### config.mk
export PLATFORM = sky130hd
export DESIGN_NAME = matdump_arb
export DESIGN_NICKNAME = d
export VERILOG_FILES = /design/src/rtl/matdump_arb.sv
export SDC_FILE = /design/constraint.sdc
export NUM_CORES = 1
export LEC_CHECK = 0
export ABC_AREA = 1
export CORE_AREA = 2 2 86 105
export DETAILED_ROUTE_END_ITERATION = 12
export DIE_AREA = 0 0 88 107
export PLACE_DENSITY = 0.92
export SETUP_SLACK_MARGIN = 0.1
export SLEW_MARGIN = 20
export SYNTH_ARGS = -nofsm -noshare
export SYNTH_HDL_FRONTEND = slang
export SYNTH_SLANG_ARGS = --single-unit
### constraint.sdc
create_clock -name clk -period 4.5 [get_ports clk]
set_input_delay 0.45 -clock clk [delete_from_list [all_inputs] [get_ports clk]]
set_output_delay 0.45 -clock clk [all_outputs]
set_load 0.05 [all_outputs]
### src/rtl/matdump_arb.sv
// Round-robin arbiter that snapshots one requester's ROWS x COLS matrix and
// streams it row-major over a valid/ready port tagged with source, row and column.
module matdump_arb #(
    parameter int NREQ  = 2,
    parameter int ROWS  = 2,
    parameter int COLS  = 2,
    parameter int WIDTH = 16,
    localparam int SW = (NREQ > 1) ? $clog2(NREQ) : 1,
    localparam int RW = $clog2(ROWS + 1),
    localparam int CW = $clog2(COLS + 1)
) (
    input  logic                                      clk,
    input  logic                                      reset,
    input  logic [NREQ-1:0]                           req_valid,
    output logic [NREQ-1:0]                           req_ready,
    input  logic [NREQ-1:0][ROWS:1][COLS:1][WIDTH-1:0] req_mat,
    output logic                                      out_valid,
    input  logic                                      out_ready,
    output logic [WIDTH-1:0]                          out_data,
    output logic [SW-1:0]                             out_src,
    output logic [RW-1:0]                             out_row,
    output logic [CW-1:0]                             out_col,
    output logic                                      out_first,
    output logic                                      out_last
);

    typedef enum logic {IDLE, STREAM} state_t;

    state_t                         state, nstate;
    logic [SW-1:0]                  ptr, gnt, nptr;
    logic                           found;
    logic                           row_end, col_end;
    logic [ROWS:1][COLS:1][WIDTH-1:0] mbuf;

    // Two passes give wrap-around priority: indices at/after ptr, then below it.
    always_comb begin
        found = 1'b0;
        gnt   = '0;
        if (state == IDLE && !reset) begin
            for (int k = 0; k < NREQ; k++) begin
                if (!found && req_valid[k] && SW'(k) >= ptr) begin
                    found = 1'b1;
                    gnt   = SW'(k);
                end
            end
            for (int k = 0; k < NREQ; k++) begin
                if (!found && req_valid[k]) begin
                    found = 1'b1;
                    gnt   = SW'(k);
                end
            end
        end
    end

    assign nptr = (gnt == SW'(NREQ - 1)) ? '0 : gnt + 1'b1;

    always_comb begin
        req_ready = '0;
        for (int k = 0; k < NREQ; k++)
            req_ready[k] = found && (gnt == SW'(k));
    end

    assign col_end   = (out_col == CW'(COLS));
    assign row_end   = (out_row == RW'(ROWS));
    assign out_valid = (state == STREAM);
    assign out_first = out_valid && (out_row == RW'(1)) && (out_col == CW'(1));
    assign out_last  = out_valid && row_end && col_end;

    always_comb begin
        out_data = '0;
        if (out_valid)
            for (int r = 1; r <= ROWS; r++)
                for (int c = 1; c <= COLS; c++)
                    if (out_row == RW'(r) && out_col == CW'(c))
                        out_data = mbuf[r][c];
    end

    always_comb begin
        nstate = state;
        case (state)
            IDLE:    if (found) nstate = STREAM;
            STREAM:  if (out_ready && out_last) nstate = IDLE;
            default: nstate = IDLE;
        endcase
    end

    always_ff @(posedge clk) begin
        if (reset) begin
            state   <= IDLE;
            ptr     <= '0;
            out_src <= '0;
            out_row <= RW'(1);
            out_col <= CW'(1);
        end else begin
            state <= nstate;
            if (found) begin
                out_src <= gnt;
                out_row <= RW'(1);
                out_col <= CW'(1);
                ptr     <= nptr;
            end else if (out_valid && out_ready) begin
                if (col_end) begin
                    out_col <= CW'(1);
                    out_row <= row_end ? RW'(1) : out_row + 1'b1;
                end else begin
                    out_col <= out_col + 1'b1;
                end
            end
        end
    end

    // Snapshot needs no reset: it is only observed after a capture.
    always_ff @(posedge clk) begin
        if (found)
            for (int k = 0; k < NREQ; k++)
                if (gnt == SW'(k))
                    mbuf <= req_mat[k];
    end

endmodule

* Word-level counts from Yosys, hierarchy flattened
Index checks and enable logic that the tools add are counted.
** Operators by class
- $lt $le $gt $ge :: 2
- Bitwise logic cells :: 2
- Reductions and logical operators :: 24
- Mux-type cells :: 24
- Add/subtract/negate cells :: 3
- Equal/unequal tests :: 4
** Operator list (number)
- two-way mux 16 bit :: 5
- two-way mux 64 bit :: 1
- logical AND 1 bit :: 18
- two-way mux 1 bit :: 15
- adder 2 x 1 -> 2 bit (second input constant) :: 2
- equality test 2 x 1 -> 1 bit (second input constant) :: 2
- equality test 2 bit (second input constant) :: 2
- zero test 1 bit :: 4
- two-way mux 2 bit :: 2
- >= comparator 1 bit (first input constant) :: 2
- NOT 1 bit :: 2
- case mux 1 bit (2 select lines) :: 1
- AND reduction 2 bit :: 1
- OR reduction 2 bit :: 1
- adder 1 bit (second input constant) :: 1
** Storage, ports and cells
- Output and inout port bits :: 26
- Register bits :: 71
- Logic and storage cells :: 68

* Longest topological paths before layout
Gate-level depths: netlist of run 1.
- Depth in word-level cells :: 19
- Gate-level depth with buffers :: 8

* Least setup slack after synthesis of run 1
Ideal clock, no wire load.
- Path kind :: register -> register
- Start :: register state, in the netlist out_valid
- End :: register mbuf[0] (netlist name), enable pin
- Cell stages (with the launch flop) :: 5
- Setup slack :: 1.802 ns
- Data arrival time :: 2.280 ns
- Cells stage by stage :: dfxtp_1 -> buf_2 -> nor2_2 -> o21ai_1 -> inv_1
** On the way
- Longest elaborated chain between the ends :: 3
** RTL lines
- start, declared :: line 29 : state_t state, nstate;
- start signal, assigned :: line 95 : state <= nstate;
- NOT 1 bit
- logical AND 1 bit :: line 39 : if (state == IDLE && !reset) begin
- two-way mux 1 bit :: line 39
- named net found :: line 31 : logic found;
- end signal, assigned :: line 117 : mbuf <= req_mat[k];
- end, declared :: line 33 : logic [ROWS:1][COLS:1][WIDTH-1:0] mbuf;
The timed path passes the listed nets, and every way through them passes these cells.
A chain may end at the register's enable or synchronous reset.

* Worst setup path in the final report of run 1
- Start :: register out_row[0]
- End :: output out_data[10]
** On the way
- Longest elaborated chain between the ends :: 7
- Elaborated cells on any way between the ends :: 11
** RTL lines
- start, declared :: line 21 : output logic [RW-1:0] out_row,
- start signal, assigned :: line 104 : out_row <= row_end ? RW'(1) : out_row + 1'b1;
- equality test 2 x 1 -> 1 bit :: line 74 : if (out_row == RW'(r) && out_col == CW'(c))
- logical AND 1 bit :: line 74
- two-way mux 16 bit (3 in series) :: line 74
- two-way mux 16 bit (*) :: line 74
- two-way mux 16 bit (*) :: line 71 : if (out_valid)
- end, declared :: line 19 : output logic [WIDTH-1:0] out_data,
Every way passes the cells marked *; elsewhere a longest branch is shown, timed or not.

==> out/qor.csv, run 1 <==
metric,value,unit
clk_latency,0.34,ns
synth_compound_area_share,1.63,%
crit_path_max_fanout,30,
drtPass1Iterations,6,
synth_cell_types,22,
fp.coreArea,8380,um2
routed_wirelength,10400,um
start_kind,flip-flop,
grt_pass1_wl,16400,um
postCtsHoldBufs,0,
placed_area,5350,um2
remaining_drc_errors,0,
max_freq,0.287,GHz
finalSetupViolCount,0,
period_needed,3.49,ns
p_leak,2.41,nW
layout_commonest_cell,nand2_1,
avgSynthCellArea,8.18,um2
period_share,77.5,%
grt-busiest-layer,met2,
postCtsSetupBuffers,0,
synth.top_cells.by_area,"edfxtp_1 (51%), nand2_1 (25%), nand3_1 (6.2%)",
worst_hold_path_type,flip-flop to flip-flop,
htree_num_levels,3,
tightest_slew,1.11,ns
place_hpwl,7570,um
drt-initial-drc-count,286,
cp.required,4.05,ns
cts_sinks,71,
fin_skew,0.00548,ns
drv_slew,0,
endpoint_kind,primary output,
nets,741,
max-slew-margin-rel,25.9,%
synth-seq-area-share,54.7,%
fin_area,5560,um2
area_growth,47.5,%
antenna_found_initial,0,
worstRegToRegCells,4,
synth_area,3770,um2
gp_congestion,0.824,
cts_tree,done,
grt_util_met3,4.08,%
hold_viol_final,0,
final_cell_mix,"nand2_1 (251), clkdlybuf4s50_1 (156), edfxtp_1 (64)",
rr_startpoint,out_valid$_SDFF_PP0_,
cts-root-buf,clkbuf_8,
synthCells,461,
synth_nets,594,
grt_setup_unrepaired,no,
yosys-mux-area-fraction,0,%
drv_cap,0,
ys_ff_latch,71,
setup_tns,0,ns
synth-simple-area-share,38.0,%
worstSetupStartpoint,out_row[0]$_SDFFE_PP1P_,
use_met2,43.1,%
grt_pass1_vias,3779,
cts.clk_slew.worst_paths,0.07,ns
grt_max_degree,67,
port_buffers,158,
holdWs,0.471,ns
gr-usage-all-layers,22.9,%
routedWlPerCell,14.2,um
synth_top_cell_by_area,edfxtp_1,
synthXorXnorAreaFrac,0.232,%
dieHeight,107,um
die_area,9420,um2
yosys_warnings,0,
initial_utilization,45.0,%
hold_start,ptr$_SDFFE_PP0P_,
ant_nets,0,
die_x,88,um
ir_drop,0.000187,V
drive_gt1_share,6.36,%
status,"finished, final reports clean",
cts_resized,0,
cts_buffer_depth,2,
synth_top_family_by_area,simple AND/OR/NAND/NOR gates,
num_antenna_cells,0,
grt_util_met1,23.1,%
synthAdderAreaFrac,0,%
cp.arrival,3.04,ns
via_per_inst,4.93,
numCtsBuffers,9,
vias,3601,
synth_top_area_share,50.9,%
pwr_density_cell,309,nW/um2
ioPinCount,159,
crit_type,flip-flop to primary output,
holdPathStages,2,
overflow,0,
row_count,37,
-- kinds of logic (layout without fill, tap and decap cells) --
group | count (synthesis) | after routing
AND/OR/NAND/NOR | 344 | 344
XOR/XNOR | 1 | 1
AO/OA/AOI/OAI | 12 | 12
flip-flops | 71 | 71
buffers and inverters | 33 | 185
-- cells in the mapped netlist --
cell,instances
a31oi_1,1
nor2_1,29
nand3_2,1
nor2_8,1
dfxtp_1,7
o21ai_0,5
a21oi_1,5
buf_4,3
clkbuf_1,4
nor2_2,9
nand2_1,251
nor2_4,2
nand2_4,3
inv_1,6
edfxtp_1,64
inv_2,3
o21ai_1,1
xor2_1,1
buf_6,8
nand3_1,47
buf_2,9
nor3_1,1
-- worst paths after layout --
check	endpoint	slack [ns]
min	ptr$_SDFFE_PP0P_	0.47
min reg2reg	ptr$_SDFFE_PP0P_	0.47
max reg2reg	mbuf[25]$_DFFE_PP_	2.18
max	out_data[10]	1.01
-- cell type report --
class / instances / area (um2)
clock buffers: 9 / 124
inverters: 9 / 33.8
clock inverters: 7 / 87.6
fillers: 664 / 2820
repair buffers: 160 / 1600
multi-input cells: 357 / 1510
flip-flops and latches: 71 / 2060
well taps: 117 / 146
-- layer usage --
layer	part of all wire [%]	wire length (um)
met2	56	5790
met1	34	3550
met4	4.2	441
met5	0	0
met3	5.9	613
-- report_power, final --
group | switching, mW | internal (mW) | total (mW)
clock network | 0.238 | 0.307 | 0.545
registers | 0.0208 | 0.779 | 0.800
logic | 0.200 | 0.175 | 0.375
-- sequential cells by signal, indices dropped and copies added (netlist names) --
register	cells
out_row	2
out_src	1
ptr	1
out_valid	1
mbuf	64
out_col	2
-- per-stage QoR --
step	power [mW]	worst slack, ns	std cells	util [%]
6_report	1.72	1.01	730	66.4
3_3_place_gp	1.18	1.53	714	63.9
2_1_floorplan	1.00	1.80	461	-
5_1_grt	1.79	0.836	730	66.4
4_1_cts	1.73	1.07	730	66.4
3_5_place_dp	1.19	1.46	714	63.9
-- critical path, cell delays in order (launching register included) --
cell and delay (ns):
dfxtp_1 0.41, inv_1 0.11, nor2_2 0.85, nand3_1 0.20, nand3_1 0.18, nand2_1 0.06, nand2_1 0.05, clkdlybuf4s50_1 0.83
Power figures use the tool's default switching activity.
==> inputs of run 2 (changes only) <==
CORE_AREA = 2 2 93 113   (was 2 2 86 105)
DIE_AREA = 0 0 95 115   (was 0 0 88 107)
PLACE_DENSITY = 0.84   (was 0.92)
clock period = 2.9 ns   (was 4.5 ns; I/O delays follow)
==> out/qor.csv, run 2 (synthesis gave the netlist of run 1 again) <==
metric,value,unit,change
area_growth,50.0,%,
initial_utilization,38.3,%,-6.8 points
switchingPower,0.711,mW,+55%
pwr_density_cell,502,nW/um2,+62%
n_fill_cell,839,,+26%
setup_tns,0,ns,unchanged
layout_commonest_cell,nand2_1,,
overflow,0,,unchanged
fin_skew,0.00506,ns,-0.000418 ns
dieHeight,115,um,+7.5%
drv_slew,0,,unchanged
endpoint_kind,primary output,,
cts_sinks,71,,unchanged
max-slew-margin-rel,58.0,%,+32 points
grt_pass1_vias,3561,,-5.8%
rr_startpoint,out_valid$_SDFF_PP0_,,
largestRegisters,"mbuf (64), out_col (2), out_row (2)",,
remaining_drc_errors,0,,unchanged
drive_gt1_share,9.06,%,+2.7 points
ir_drop,0.000290,V,+55%
max_freq,0.399,GHz,
post-place-ws,0.449,ns,-1.01 ns
htree_num_levels,3,,unchanged
crit_path_max_fanout,17,,-43%
crit_type,flip-flop to primary output,,
clkPwrFrac,35.8,%,+4.1 points
num_antenna_cells,0,,unchanged
path_cells,"inv_2, nor2_4, nand2_4, nor2_8, dlygate4sd2_1",,
finalSetupViolCount,0,,unchanged
setup_slack,0.395,ns,-0.619 ns
gp_congestion,0.832,,+1.0%
seq_power_share,43.4,%,-3.1 points
nets,746,,+0.67%
internal_power,2.13,mW,+69%
period_share,86.4,%,
hold_viol_final,0,,unchanged
status,"finished, final reports clean",,
slowest_delay,0.57,ns,-0.28 ns
fin_area,5660,um2,+1.7%
routedWlPerCell,13.3,um,-6.7%
cp_slowest_cell,dlygate4sd2_1,,
hold_start,out_src$_SDFFE_PP0P_,,
cts_tree,done,,
numCtsBuffers,9,,unchanged
final_cell_mix,"nand2_1 (251), clkdlybuf4s50_1 (139), edfxtp_1 (64)",,
comb_power_share,20.7,%,-1.1 points
port_buffers,158,,unchanged
worst_hold_path_type,flip-flop to flip-flop,,
cts.clk_slew.worst_paths,0.05,ns,-0.02 ns
placed_cells,728,,+2.0%
drtPass1Iterations,4,,-2
grt_setup_unrepaired,no,,
largest_reg_flops,64,,unchanged
ant_nets,0,,unchanged
cp.arrival,2.21,ns,-0.83 ns
clk_latency,0.32,ns,-0.02 ns
routed_wirelength,9880,um,-4.9%
holdWs,0.465,ns,-0.00620 ns
ioPinCount,159,,unchanged
cp.required,2.61,ns,-1.44 ns
multi_input_area,1510,um2,unchanged
fin_cells,744,,+1.9%
gr-usage-all-layers,18.9,%,-4.0 points
seq_area,2060,um2,unchanged
tightest_slew,0.630,ns,-0.481 ns
fp.coreArea,9860,um2,+18%
cts_buffer_depth,2,,unchanged
grt_pass1_wl,15600,um,-4.6%
antenna_found_initial,0,,unchanged
vias,3478,,-3.4%
p_leak,2.55,nW,+5.8%
drt-initial-drc-count,176,,-38%
drv_cap,0,,unchanged
die_x,95,um,+8.0%
p_sw_share,25.0,%,-1.7 points
grt_max_degree,67,,unchanged
start_kind,flip-flop,,
row_count,40,,+8.1%
regMostFlops,mbuf,,
die_area,10900,um2,+16%
via_per_inst,4.67,,-5.2%
cts-root-buf,clkbuf_16,,
placed_area,5370,um2,+0.30%
period_needed,2.50,ns,
worstSetupStartpoint,out_col[1]$_SDFFE_PP0P_,,
place_hpwl,7580,um,+0.15%
## run 2: stage by stage
step | utilization [%] | total power [mW]
3_3_place_gp | 54.5 | 1.84
2_1_floorplan | - | 1.56
6_report | 57.4 | 2.84
3_5_place_dp | 54.5 | 1.85
5_1_grt | 57.4 | 2.96
4_1_cts | 57.3 | 2.87
## run 2: routing by layer
layer	vias to the layer above	part of all wire, %	global-route usage (%)
met2	123	55	36.6
met3	27	5.7	4.65
met4	0	3.5	8.99
met1	1539	36	18.4
li1	1789	-	-
met5	-	0	0
## run 2: layout make-up
cell class | count | share of cell area, %
clock buffer | 15 | 4.91
multi-input combinational | 357 | 26.6
sequential | 71 | 36.4
clock inverter | 1 | 0.0885
tap | 126 | 2.79
timing repair buffer | 165 | 28.5
inverter | 9 | 0.597
## run 2: final timing paths
path                                to  slack [ns]  cells after the start
setup / recovery              out_last        0.40                      5
hold / removal    out_src$_SDFFE_PP0P_        0.46                      2
setup reg to reg    mbuf[36]$_DFFE_PP_        1.00                      7
hold reg to reg   out_src$_SDFFE_PP0P_        0.46                      2
## run 2: worst max-delay path: cells and delay by family (launching register included)
| kind | cells | cell delay [ns] |
|---|---|---|
| buf+inv | 2 | 0.66 |
| flops | 1 | 0.45 |
| simple gates | 3 | 0.77 |
## run 2: power by group through the flow
stage                     registers, mW  logic (mW)  clock network [mW]
after floorplan                    1.27       0.292                   0
final                              1.23       0.590                1.02
after detailed placement           1.26       0.595                   0
after global placement             1.25       0.585                   0
after CTS                          1.24       0.597                1.04
after global routing               1.24       0.643                1.08
## run 2: what timing repair did
item / in CTS / in global routing
endpoints found under the setup margin: 1 / 3
resized for setup: 1 / 3
hold buffers: 0 / 0
hold endpoints to repair: 0 / 0
gates cloned: 0 / 0
buffers inserted: 0 / 0
==> inputs of run 3 (changes only) <==
CAP_MARGIN = 5   (was not set)
HOLD_SLACK_MARGIN = 0.15   (was not set)
SKIP_CTS_REPAIR_TIMING = 1   (was not set)
==> out/qor.csv, run 3 (synthesis gave the netlist of run 1 again) <==
metric,value,unit,change
cts_tree,done,,
layout_commonest_cell,nand2_1,,
routed_wirelength,9890,um,about the same
largest_reg_flops,64,,unchanged
drtPass1Iterations,4,,unchanged
n_fill_cell,839,,unchanged
switchingPower,0.711,mW,about the same
hold_viol_final,0,,unchanged
internal_power,2.13,mW,about the same
area_growth,50.1,%,about the same
clk_latency,0.32,ns,about the same
overflow,0,,unchanged
ir_drop,0.000289,V,-0.22%
ant_nets,0,,unchanged
p_sw_share,25.0,%,about the same
drt-initial-drc-count,185,,+5.1%
die_area,10900,um2,unchanged
setup_tns,0,ns,unchanged
ioPinCount,159,,unchanged
grt_pass1_vias,3561,,unchanged
comb_power_share,20.7,%,about the same
start_kind,flip-flop,,
holdWs,0.465,ns,+0.00000100 ns
place_hpwl,7580,um,unchanged
cp.required,2.61,ns,about the same
crit_type,flip-flop to primary output,,
period_needed,2.41,ns,-0.0969 ns
max_freq,0.415,GHz,+4.0%
fp.coreArea,9860,um2,unchanged
clkPwrFrac,35.8,%,about the same
cts.clk_slew.worst_paths,0.05,ns,about the same
seq_power_share,43.4,%,about the same
endpoint_kind,primary output,,
cts_sinks,71,,unchanged
grt_pass1_wl,15600,um,unchanged
drv_cap,0,,unchanged
pwr_density_cell,502,nW/um2,about the same
gr-usage-all-layers,18.9,%,unchanged
max-slew-margin-rel,58.5,%,+0.54 points
via_per_inst,4.69,,+0.32%
cp.arrival,2.12,ns,-0.09 ns
dieHeight,115,um,unchanged
die_x,95,um,unchanged
largestRegisters,"mbuf (64), out_col (2), out_row (2)",,
drive_gt1_share,9.06,%,unchanged
numCtsBuffers,9,,unchanged
regMostFlops,mbuf,,
p_leak,2.57,nW,+0.54%
routedWlPerCell,13.3,um,about the same
num_antenna_cells,0,,unchanged
status,"finished, final reports clean",,
grt_max_degree,67,,unchanged
final_cell_mix,"nand2_1 (251), clkdlybuf4s50_1 (139), edfxtp_1 (64)",,
antenna_found_initial,0,,unchanged
cts_buffer_depth,2,,unchanged
vias,3489,,+0.32%
period_share,83.0,%,-3.3 points
crit_path_max_fanout,17,,unchanged
nets,746,,unchanged
port_buffers,158,,unchanged
initial_utilization,38.3,%,unchanged
fin_skew,0.00507,ns,+0.00000944 ns
finalSetupViolCount,0,,unchanged
tightest_slew,0.622,ns,-0.00803 ns
remaining_drc_errors,0,,unchanged
htree_num_levels,3,,unchanged
row_count,40,,unchanged
worst_hold_path_type,flip-flop to flip-flop,,
drv_slew,0,,unchanged
cts-root-buf,clkbuf_16,,
gp_congestion,0.832,,unchanged
grt_setup_unrepaired,no,,
run 3: cell count changes in the layout (fill, tap and decap cells not counted), sizes merged:
cell | before | now
dlygate4sd2 | 1 | 0
dlymetal6s2s | 3 | 4
run 3: metal layers:
metal	GRT usage (%)	up-vias	routed length (um)
met1	18.4	1560	3540
li1	-	1789	-
met2	36.6	116	5490
met4	8.99	0	316
met5	0	-	0
met3	4.65	24	544
run 3: final timing paths:
check	from	endpoint	slack, ns	depth (start not counted)
setup reg to reg	out_valid$_SDFF_PP0_	mbuf[36]$_DFFE_PP_	1.00	7
setup / recovery	out_col[1]$_SDFFE_PP0P_	out_last	0.49	5
hold / removal	out_src$_SDFFE_PP0P_	out_src$_SDFFE_PP0P_	0.46	2
hold reg to reg	out_src$_SDFFE_PP0P_	out_src$_SDFFE_PP0P_	0.46	2
run 3: layout make-up:
type | instances | area (um2) | share of cell area [%]
clock inverter | 1 | 5.00 | 0.0884
multi-input combinational | 357 | 1510 | 26.6
inverter | 9 | 33.8 | 0.597
clock buffer | 15 | 278 | 4.91
tap | 126 | 158 | 2.78
sequential | 71 | 2060 | 36.4
timing repair buffer | 165 | 1620 | 28.6
run 3: power by group through the flow:
stage                     combinational, mW  clock (mW)  sequential, mW
after global routing                  0.643        1.08            1.24
after floorplan                       0.292           0            1.27
after detailed placement              0.595           0            1.26
after global placement                0.585           0            1.25
after CTS                             0.597        1.04            1.24
final                                 0.589        1.02            1.23
run 3: critical path: stages (launching register included):
cell and delay [ns]:
dfxtp_1 0.45, inv_2 0.09, nor2_4 0.36, nand2_4 0.18, nor2_8 0.23, dlymetal6s2s_1 0.47
run 3: per-stage QoR:
step	cell area [um2]	cells	power, mW	util, %	worst slack (ns)
2_1_floorplan	3770	461	1.56	-	0.202
3_3_place_gp	5370	728	1.84	54.5	0.514
3_5_place_dp	5370	728	1.85	54.5	0.449
4_1_cts	5650	744	2.87	57.3	0.0956
5_1_grt	5660	744	2.96	57.4	0.392
6_report	5660	744	2.84	57.4	0.492
